<file path="src/rtl/fpu_pkg.sv">
// Shared definitions for the sequential FPU normalizer: state encoding,
// requester tags and the exponent all-ones helper.
package fpu_pkg;

    typedef enum logic [1:0] {
        ST_IDLE  = 2'd0,
        ST_SHIFT = 2'd1,
        ST_DONE  = 2'd2
    } state_t;

    localparam logic TAG_ADD = 1'b0;
    localparam logic TAG_MUL = 1'b1;

    // Width-generic all-ones pattern; a 32-bit width wraps to all-ones as well.
    function automatic logic [31:0] exp_all_ones(input int unsigned width);
        return (32'd1 << width) - 32'd1;
    endfunction

endpackage

</file>
<file path="src/rtl/fpu_norm_sequencer_if.sv">
// Request/result bundle between the FPU datapath requesters and the normalizer.
interface fpu_norm_sequencer_if #(
    parameter int Mantissa_Size = 23,
    parameter int Exponent_Size = 8
);
    logic [1:0]               req_valid;
    logic [1:0]               req_ready;
    logic [Mantissa_Size:0]   req_mantissa0;
    logic [Mantissa_Size:0]   req_mantissa1;
    logic [Exponent_Size-1:0] req_exponent0;
    logic [Exponent_Size-1:0] req_exponent1;
    logic                     out_valid;
    logic                     out_ready;
    logic                     out_tag;
    logic [Mantissa_Size-1:0] out_mantissa;
    logic [Exponent_Size-1:0] out_exponent;
    logic                     out_zero;
    logic                     out_overflow;
    logic                     out_underflow;
    logic                     busy;

    modport master (
        output req_valid, req_mantissa0, req_mantissa1, req_exponent0, req_exponent1, out_ready,
        input  req_ready, out_valid, out_tag, out_mantissa, out_exponent,
               out_zero, out_overflow, out_underflow, busy
    );

    modport slave (
        input  req_valid, req_mantissa0, req_mantissa1, req_exponent0, req_exponent1, out_ready,
        output req_ready, out_valid, out_tag, out_mantissa, out_exponent,
               out_zero, out_overflow, out_underflow, busy
    );
endinterface

</file>
<file path="src/rtl/fpu_rr_arbiter2.sv">
// Two-way round-robin arbiter: the pointer names the favoured requester and
// moves to the other one after every grant.
module fpu_rr_arbiter2
    import fpu_pkg::*;
(
    input  logic       clk,
    input  logic       rst_n,
    input  logic       enable,
    input  logic [1:0] req,
    output logic [1:0] grant,
    output logic       grant_idx
);
    logic rr_ptr;

    always_comb begin
        grant     = 2'b00;
        grant_idx = rr_ptr;
        if (enable) begin
            if (req[rr_ptr]) begin
                grant[rr_ptr] = 1'b1;
                grant_idx     = rr_ptr;
            end else if (req[~rr_ptr]) begin
                grant[~rr_ptr] = 1'b1;
                grant_idx      = ~rr_ptr;
            end
        end
    end

    always_ff @(posedge clk) begin
        if (!rst_n) begin
            rr_ptr <= TAG_ADD;
        end else if (|grant) begin
            rr_ptr <= ~grant_idx;
        end
    end

endmodule

</file>
<file path="src/rtl/fpu_norm_sequencer.sv">
// Shared sequential normalizer: accepts one raw {mantissa, exponent} pair from
// two requesters and normalizes it one bit position per clock.
module fpu_norm_sequencer
    import fpu_pkg::*;
#(
    parameter int Mantissa_Size = 23,
    parameter int Exponent_Size = 8
) (
    input  logic                 clk,
    input  logic                 rst_n,
    fpu_norm_sequencer_if.slave  bus
);
    localparam logic [Exponent_Size-1:0] EXP_MAX = Exponent_Size'(exp_all_ones(Exponent_Size));
    localparam logic [Exponent_Size-1:0] EXP_ONE = Exponent_Size'(1);

    state_t                   state, state_nxt;
    logic [Mantissa_Size:0]   m_r, m_nxt;
    logic [Exponent_Size-1:0] e_r, e_nxt, e_inc;
    logic                     tag_r, tag_nxt;
    logic                     zero_r, zero_nxt;
    logic                     ovf_r, ovf_nxt;
    logic                     unf_r, unf_nxt;
    logic [1:0]               grant;
    logic                     grant_idx;
    logic                     arb_enable;

    // Grants are suppressed while reset is asserted so no request slips in.
    assign arb_enable = (state == ST_IDLE) && rst_n;

    fpu_rr_arbiter2 u_arb (
        .clk       (clk),
        .rst_n     (rst_n),
        .enable    (arb_enable),
        .req       (bus.req_valid),
        .grant     (grant),
        .grant_idx (grant_idx)
    );

    always_ff @(posedge clk) begin
        if (!rst_n) begin
            state  <= ST_IDLE;
            m_r    <= '0;
            e_r    <= '0;
            tag_r  <= 1'b0;
            zero_r <= 1'b0;
            ovf_r  <= 1'b0;
            unf_r  <= 1'b0;
        end else begin
            state  <= state_nxt;
            m_r    <= m_nxt;
            e_r    <= e_nxt;
            tag_r  <= tag_nxt;
            zero_r <= zero_nxt;
            ovf_r  <= ovf_nxt;
            unf_r  <= unf_nxt;
        end
    end

    // SHIFT checks run in strict priority; the all-ones and zero-exponent
    // checks keep the exponent arithmetic from ever wrapping.
    always_comb begin
        state_nxt = state;
        m_nxt     = m_r;
        e_nxt     = e_r;
        tag_nxt   = tag_r;
        zero_nxt  = zero_r;
        ovf_nxt   = ovf_r;
        unf_nxt   = unf_r;
        e_inc     = e_r + EXP_ONE;
        case (state)
            ST_IDLE: begin
                if (|grant) begin
                    tag_nxt   = grant_idx;
                    m_nxt     = (grant_idx == TAG_MUL) ? bus.req_mantissa1 : bus.req_mantissa0;
                    e_nxt     = (grant_idx == TAG_MUL) ? bus.req_exponent1 : bus.req_exponent0;
                    zero_nxt  = 1'b0;
                    ovf_nxt   = 1'b0;
                    unf_nxt   = 1'b0;
                    state_nxt = ST_SHIFT;
                end
            end
            ST_SHIFT: begin
                if (e_r == EXP_MAX) begin
                    state_nxt = ST_DONE;
                end else if (m_r == '0) begin
                    zero_nxt  = 1'b1;
                    e_nxt     = '0;
                    state_nxt = ST_DONE;
                end else if (m_r[Mantissa_Size]) begin
                    m_nxt     = m_r >> 1;
                    e_nxt     = e_inc;
                    if (e_inc == EXP_MAX) begin
                        ovf_nxt = 1'b1;
                        m_nxt   = '0;
                    end
                    state_nxt = ST_DONE;
                end else if (m_r[Mantissa_Size-1]) begin
                    state_nxt = ST_DONE;
                end else if (e_r == '0) begin
                    unf_nxt   = 1'b1;
                    state_nxt = ST_DONE;
                end else begin
                    m_nxt = m_r << 1;
                    e_nxt = e_r - EXP_ONE;
                end
            end
            ST_DONE: begin
                if (bus.out_ready) begin
                    state_nxt = ST_IDLE;
                end
            end
            default: begin
                state_nxt = ST_IDLE;
            end
        endcase
    end

    assign bus.req_ready     = grant;
    assign bus.out_valid     = (state == ST_DONE);
    assign bus.out_tag       = tag_r;
    assign bus.out_mantissa  = m_r[Mantissa_Size-1:0];
    assign bus.out_exponent  = e_r;
    assign bus.out_zero      = zero_r;
    assign bus.out_overflow  = ovf_r;
    assign bus.out_underflow = unf_r;
    assign bus.busy          = (state != ST_IDLE);

endmodule

</file>
<file path="src/flat_wrapper.sv">
// flat-port wrapper written by rule: the top's interface ports become plain ports
module fpu_norm_sequencer_flat import fpu_pkg::*;
#(
    parameter int Mantissa_Size = 23,
    parameter int Exponent_Size = 8
)
  (clk, rst_n, bus_req_valid, bus_req_mantissa0, bus_req_mantissa1, bus_req_exponent0, bus_req_exponent1, bus_out_ready, bus_req_ready, bus_out_valid, bus_out_tag, bus_out_mantissa, bus_out_exponent, bus_out_zero, bus_out_overflow, bus_out_underflow, bus_busy);
  fpu_norm_sequencer_if #(.Mantissa_Size(Mantissa_Size), .Exponent_Size(Exponent_Size)) bus_i ();
  input  logic clk;
  input  logic rst_n;
  input wire logic [$bits(bus_i.req_valid)-1:0] bus_req_valid;
  input wire logic [$bits(bus_i.req_mantissa0)-1:0] bus_req_mantissa0;
  input wire logic [$bits(bus_i.req_mantissa1)-1:0] bus_req_mantissa1;
  input wire logic [$bits(bus_i.req_exponent0)-1:0] bus_req_exponent0;
  input wire logic [$bits(bus_i.req_exponent1)-1:0] bus_req_exponent1;
  input wire logic [$bits(bus_i.out_ready)-1:0] bus_out_ready;
  output wire logic [$bits(bus_i.req_ready)-1:0] bus_req_ready;
  output wire logic [$bits(bus_i.out_valid)-1:0] bus_out_valid;
  output wire logic [$bits(bus_i.out_tag)-1:0] bus_out_tag;
  output wire logic [$bits(bus_i.out_mantissa)-1:0] bus_out_mantissa;
  output wire logic [$bits(bus_i.out_exponent)-1:0] bus_out_exponent;
  output wire logic [$bits(bus_i.out_zero)-1:0] bus_out_zero;
  output wire logic [$bits(bus_i.out_overflow)-1:0] bus_out_overflow;
  output wire logic [$bits(bus_i.out_underflow)-1:0] bus_out_underflow;
  output wire logic [$bits(bus_i.busy)-1:0] bus_busy;
  assign bus_i.req_valid = bus_req_valid;
  assign bus_i.req_mantissa0 = bus_req_mantissa0;
  assign bus_i.req_mantissa1 = bus_req_mantissa1;
  assign bus_i.req_exponent0 = bus_req_exponent0;
  assign bus_i.req_exponent1 = bus_req_exponent1;
  assign bus_i.out_ready = bus_out_ready;
  assign bus_req_ready = bus_i.req_ready;
  assign bus_out_valid = bus_i.out_valid;
  assign bus_out_tag = bus_i.out_tag;
  assign bus_out_mantissa = bus_i.out_mantissa;
  assign bus_out_exponent = bus_i.out_exponent;
  assign bus_out_zero = bus_i.out_zero;
  assign bus_out_overflow = bus_i.out_overflow;
  assign bus_out_underflow = bus_i.out_underflow;
  assign bus_busy = bus_i.busy;
  fpu_norm_sequencer #(.Mantissa_Size(Mantissa_Size), .Exponent_Size(Exponent_Size)) u_core (.clk(clk), .rst_n(rst_n), .bus(bus_i));
endmodule
</file>
<file path="config.mk">
export PLATFORM = sky130hd
export DESIGN_NAME = fpu_norm_sequencer_flat
export DESIGN_NICKNAME = d
export VERILOG_FILES = /design/src/rtl/fpu_pkg.sv /design/src/rtl/fpu_norm_sequencer_if.sv /design/src/rtl/fpu_rr_arbiter2.sv /design/src/rtl/fpu_norm_sequencer.sv /design/src/flat_wrapper.sv
export SDC_FILE = /design/constraint.sdc
export NUM_CORES = 1
export LEC_CHECK = 0
export CORE_ASPECT_RATIO = 0.5
export CORE_MARGIN = 5
export CORE_UTILIZATION = 35
export CTS_CLUSTER_DIAMETER = 120
export DETAILED_ROUTE_END_ITERATION = 8
export PLACE_DENSITY = 0.66
export RECOVER_POWER = 100
export SLEW_MARGIN = 10
export SYNTH_ARGS = -nofsm -noshare
export SYNTH_HDL_FRONTEND = slang
export SYNTH_SLANG_ARGS = --single-unit
</file>
<file path="constraint.sdc">
create_clock -name clk -period 2.1 [get_ports clk]
set_input_delay 0.42 -clock clk [delete_from_list [all_inputs] [get_ports clk]]
set_output_delay 0.42 -clock clk [all_outputs]
set_load 0.01 [all_outputs]
</file>
# Word level (Yosys, flattened, before mapping)
# Index checks and enable logic that the tools add are counted.
totals:
  register_bits: 39
  input_bits: 69
  wordCells: 107
classes:
  n_addsub: 2
  order_cmp: 4
  eq_ne: 19
  muxes: 54
  bitwise_logic: 2
  reduce_logical: 17
op_table:
  columns: ["operator", "n"]
  rows:
  - ["$mux W24", 6]
  - ["$mux W8", 7]
  - ["$pmux W24 S2", 1]
  - ["$mux W23", 2]
  - ["$logic_not A24 Y1", 1]
  - ["$mux W1", 21]
  - ["$mux W2", 10]
  - ["$eq A8 B8 Y1 const B", 2]
  - ["$pmux W8 S2", 1]
  - ["$ne A2 B2 Y1 const B", 6]
  - ["$reduce_and A6 Y1", 2]
  - ["$add A8 B1 Y8 const B", 1]
  - ["$logic_not A8 Y1", 1]
  - ["$ne A2 B1 Y1 const B", 4]
  - ["$reduce_and A4 Y1", 2]
  - ["$sub A8 B1 Y8 const B", 1]
  - ["$reduce_and A7 Y1", 1]
  - ["$ne A3 B2 Y1 const B", 2]
  - ["$ne A6 B1 Y1 const B", 1]
  - ["$pmux W1 S2", 3]
  - ["$pmux W2 S3", 1]
  - ["$reduce_and A5 Y1", 1]
  - ["$lt A1 B2 Y1 const B", 2]
  - ["$ne A4 B2 Y1 const B", 1]
  - ["12 further kinds", 18]

# Longest topological paths before layout
depth:
  ltp_word: 11
  depth_mapped: 8
  depth_no_buf: 7

# By module
# From an unflattened synthesis, not the netlist that was laid out.
unflattened:
  hier_cells: 387
  area_unflattened_um2: 3329.4
by_module_without_submodules:
  columns: ["module", "instances", "cells_each", "area_each_um2"]
  rows:
  - ["fpu_norm_sequencer", 1, 367, 3195.6]
  - ["fpu_rr_arbiter2", 1, 20, 133.9]

# Worst setup path before layout
# OpenSTA, ideal clock, no wires.
synth_timing:
  path_type: "reg-to-reg"
  from: "register u_core.u_arb.rr_ptr"
  to: "register u_core.e_r[4] (netlist: u_core.bus.out_exponent[4])"
  setup_ns: 0.117
  arrival_time_ns: 2.216
  required_ns: 1.983
  setup_slack_ns: -0.233
  path_stages_with_launch: 9
  period_less_slack_ns: 2.333
  path_cell_list: "dfxtp_1 > buf_4 > mux2_2 > ha_1 > o311a_1 > buf_2 > nor2_1 > nor3_1 > a32o_1"
synth_via:
  elab_chain_len: 11
synth_lines:
  columns: ["item", "line_no", "text"]
  rows:
  - ["from (decl)", "fpu_rr_arbiter2.sv:13", "logic rr_ptr;"]
  - ["from (signal assigned)", "fpu_rr_arbiter2.sv:33", "rr_ptr <= ~grant_idx;"]
  - ["$not A1 Y1", "fpu_rr_arbiter2.sv:23, fpu_rr_arbiter2.sv:24", null]
  - ["$lt A1 B2 Y1 (not written as such) or $ge A1 B1 Y1 (tied branches)", "fpu_rr_arbiter2.sv:23", "grant[~rr_ptr] = 1'b1;"]
  - ["$logic_and A1 B1 Y1 (not written as such)", "fpu_rr_arbiter2.sv:23", null]
  - ["$mux W1 (not written as such)", "fpu_rr_arbiter2.sv:23", null]
  - ["$demux W1 S1", "fpu_rr_arbiter2.sv:23", null]
  - ["$mux W2", "fpu_rr_arbiter2.sv:22", "end else if (req[~rr_ptr]) begin"]
  - ["$mux W2", "fpu_rr_arbiter2.sv:19", "if (req[rr_ptr]) begin"]
  - ["$mux W2", "fpu_rr_arbiter2.sv:18", "if (enable) begin"]
  - ["$reduce_or A2 Y1", "fpu_norm_sequencer.sv:72", "if (|grant) begin"]
  - ["$ne A2 B2 Y1 (no line)", null, null]
  - ["$reduce_and A5 Y1 (no line)", null, null]
  - ["to (signal assigned)", "fpu_norm_sequencer.sv:51", "e_r <= e_nxt;"]
  - ["to (decl)", "fpu_norm_sequencer.sv:18", "logic [Exponent_Size-1:0] e_r, e_nxt, e_inc;"]
# Several ways; a longest one is shown, not always the timed one. The select of a mux whose other input is x is not followed.
# A chain may end at the register's enable or synchronous reset.

# Worst setup path after layout
layout_timing:
  from: "register u_core.u_arb.rr_ptr"
  to: "register u_core.m_r[10]"
layout_via:
  elab_chain_len: 11
layout_lines:
  columns: ["item", "line_no", "text"]
  rows:
  - ["$not A1 Y1", "fpu_rr_arbiter2.sv:23, fpu_rr_arbiter2.sv:24", null]
  - ["$lt A1 B2 Y1 (not written as such) or $ge A1 B1 Y1 (tied branches)", "fpu_rr_arbiter2.sv:23", null]
  - ["$logic_and A1 B1 Y1 (not written as such)", "fpu_rr_arbiter2.sv:23", null]
  - ["$mux W1 (not written as such)", "fpu_rr_arbiter2.sv:23", null]
  - ["$demux W1 S1", "fpu_rr_arbiter2.sv:23", null]
  - ["$mux W2", "fpu_rr_arbiter2.sv:22", null]
  - ["$mux W2", "fpu_rr_arbiter2.sv:19", null]
  - ["$mux W2", "fpu_rr_arbiter2.sv:18", null]
  - ["$reduce_or A2 Y1", "fpu_norm_sequencer.sv:72", null]
  - ["$ne A2 B2 Y1 (no line)", null, null]
  - ["$reduce_and A6 Y1 (no line)", null, null]
  - ["to (signal assigned)", "fpu_norm_sequencer.sv:50", "m_r <= m_nxt;"]
  - ["to (decl)", "fpu_norm_sequencer.sv:17", "logic [Mantissa_Size:0] m_r, m_nxt;"]
# Several ways; a longest one is shown, not always the timed one. The select of a mux whose other input is x is not followed.

==> results.ini <==
[run_status]
status = completed

[routing]
viasPerCell = 5.818
firstDrtPassIters = 5
antenna_left = 0
route.detailed.drc = 0
drt_iter0_drc = 467
vias = 3875
routedWlPerCell_microns = 18.56
drt_wl_total_microns = 12360

[sta]
worstMarginPinSlew_ns = 0.5822
slew_violations = 0
period_needed_ns = 2.040
slew_headroom_pct = 61.19
finalClockSkew_ns = 0.004198
fin_crit_sh_pct = 97.16
setup_slack_ns = 0.05958
fin_setup_tns_ns = 0
finalHoldViolations = 0
finalSetupViolations = 0
fmax_ghz = 0.4901

[hold_path]
hp-class = reg -> reg
worstHoldStart = u_core.bus.out_overflow$_SDFFE_PN0P_

[global_route]
grt_use_met1_pct = 28.95
grt_pass1_wl_microns = 19200
grt_overflow = 0
antenna_found_initial = 0
top_usage_layer = met2
grt_usage_pct = 20.57
grt_use_met2_pct = 32.70
grt_pass1_vias = 3608
grt_max_degree = 38
met3_usage_pct = 3.958

[die]
rows = 24
start_util_pct = 36.44
die_y_microns = 77.91
dieArea_sq_mm = 0.01136
core-area_sq_mm = 0.008859
ios = 108
fp.dieW_microns = 145.8

[synth]
yosys.area.top_type = dfxtp_1
ys_seq_elements = 39
synth.area.top_cells = dfxtp_1 (24%), buf_4 (6.5%), a311oi_1 (6.0%)
async_flop_share_pct = 0
syn_inst = 411
synth.cell_area_sq_mm = 0.003228
synth_top_area_share_pct = 24.19
synth_edf_count = 0
synth.avg_cell_area_sq_um = 7.854
seq_area_frac_synth_pct = 24.19
ys.flop_type = dfxtp_1
synthDistinctLibCells = 60
yosys.cell_count.top_type = dfxtp_1
synthesis.nets = 485
ys_top_cells_by_count = dfxtp_1 (39), nand2_1 (33), a21oi_1 (31)
ys.warnings.count = 0

[critical_path]
crit_chain = mux2_4 -> ha_4 -> o311ai_4 -> a22oi_2 -> buf_4 -> and2_4 -> a311oi_1
r2r_setup_slack_ns = 0.06
critPathRequiredTime_ns = 2.30
worst_path_largest_cell_delay_ns = 0.35
critPathKind = reg -> reg
crit_path_end_kind = register
setup.worst_path.start = u_core.u_arb.rr_ptr$_SDFFE_PN0P_
start_kind = register
crit_slowest_cell = dfxtp_2
critical_path_arrival_ns = 2.24
r2r_start = u_core.u_arb.rr_ptr$_SDFFE_PN0P_
worst-path-max-fanout = 22

[run]
cap_viol_max_count = 0

[clocking]
cts_hold_buffers = 0
clkSinkCount = 39
clock_latency_ns = 0.30
cts_buffer_depth = 2
h-tree-depth = 2
cts_tree = yes
cts-root-buf = clkbuf_16
clk_pin_slew_ns = 0.06
cts_buffers = 5

[final_layout]
stdcell_area_sq_mm = 0.005110
area_growth_pct = 58.29
finish.utilization_pct = 57.68
final_nets = 622
final_cell_count_no_fill = 666
drive_gt1_share_pct = 24.59
antenna_cells = 0

[pwr]
p_leak_nw = 1.943
peakVddDrop_mv = 0.4662
powerDensity_mw_per_mm2 = 1163

[placed_design]
placement.io_buffers = 107
dp_cells = 648
globalplace.congestion = 0.8636
placed_area_sq_mm = 0.004758
place_hpwl_microns = 9023
pre_cts_slack_ns = -0.4744

==> flip-flops by register name, indices dropped and copies added (netlist names) <==
name                      cells
u_core.bus.out_exponent       8
u_core.bus.out_zero           1
u_core.bus.out_overflow       1
u_core.bus.out_underflow      1
u_core.state                  2
u_core.u_arb.rr_ptr           1
u_core.m_r                   24
u_core.bus.out_tag            1
==> final timing paths <==
kind,cells after the start,endpoint
setup / recovery,7,u_core.m_r[10]$_SDFFE_PN0P_
hold / removal,2,u_core.bus.out_overflow$_SDFFE_PN0P_
setup reg to reg,7,u_core.m_r[10]$_SDFFE_PN0P_
hold reg to reg,2,u_core.bus.out_overflow$_SDFFE_PN0P_
==> cell usage in the layout, fill, tap and decap left out, types with 4 or more instances in the layout <==
cell             netlist  final
nor2_1                11      8
a22oi_1               24     24
nand3_1               11     10
clkbuf_16              0      5
o211ai_1               8      8
a31oi_1               24     24
dlygate4sd3_1          0      4
clkdlybuf4s50_1        0     98
a311oi_1              22     21
a32o_1                 4      4
o21ai_1                7      7
dfxtp_1               39     35
nor4_4                 4      5
buf_6                  3      5
dfxtp_2                0      4
buf_12                 0      7
a211oi_1               6      6
nand4_1               10     10
buf_4                 28     75
a21oi_1               31     29
nor3_1                30     29
o21ai_0                5      4
inv_1                  7      7
a21o_1                 7      6
nand2_1               33     33
and4_1                 4      4
==> metal layers <==
layer,vias to the layer above,wire length [microns]
li1,1859,-
met1,1842,5798
met5,-,0
met2,160,5634
met3,14,791
met4,0,136
==> layout make-up <==
| cell class | count | area, sq um |
|---|---|---|
| flip-flops and latches | 39 | 785.8 |
| fillers | 814 | 3749 |
| well taps | 117 | 146.4 |
| repair buffers | 194 | 1824 |
| clock buffers | 5 | 125.1 |
| inverters | 7 | 26.28 |
| clock inverters | 3 | 20.02 |
| multi-input cells | 301 | 2182 |
==> where the power goes <==
| part | total (mW) | internal (mW) | leakage [nW] | switching, mW |
|---|---|---|---|---|
| registers | 1.25 | 0.971 | 0.323 | 0.277 |
| logic | 3.91 | 2.00 | 1.55 | 1.91 |
| clock network | 0.781 | 0.438 | 0.0658 | 0.343 |
| total | 5.94 | 3.41 | 1.94 | 2.53 |
==> kinds of logic (layout without fill, tap and decap cells) <==
family / Yosys count / in the layout / share of synthesized area (%)
AOI/OAI and AO/OA: 159 / 159 / 35.62
DFF: 39 / 39 / 24.19
buffers and inverters: 72 / 209 / 12.95
muxes: 2 / 2 / 0.6589
adders and majority gates: 5 / 5 / 1.938
xor gates and xnor gates: 3 / 3 / 0.8141
and+or+nand+nor: 131 / 132 / 23.84
==> critical path: cells and delay by family, from the launching register on <==
family | cells | cell delay (ns)
AND/OR/NAND/NOR | 1 | 0.24
flip-flops | 1 | 0.35
multiplexers | 1 | 0.31
AO/OA/AOI/OAI | 3 | 0.69
adder cells (fa/ha/maj) | 1 | 0.18
buffers and inverters | 1 | 0.17
==> metrics by stage <==
stage / hold slack (ns) / power, mW
floorplan: 0.4676 / 3.359
global placement: 0.4373 / 4.805
detailed placement: 0.4458 / 4.826
CTS: 0.4557 / 5.716
global route: 0.4675 / 6.322
finish: 0.4445 / 5.942
==> timing repair <==
action	CTS	global route
gates resized for setup	15	24
endpoints found under the setup margin	36	33
cloned	1	2
endpoints found under the hold margin	0	0
setup buffers	1	6
pin swaps	7	4
No activity file was read; power rests on OpenSTA's default activity.
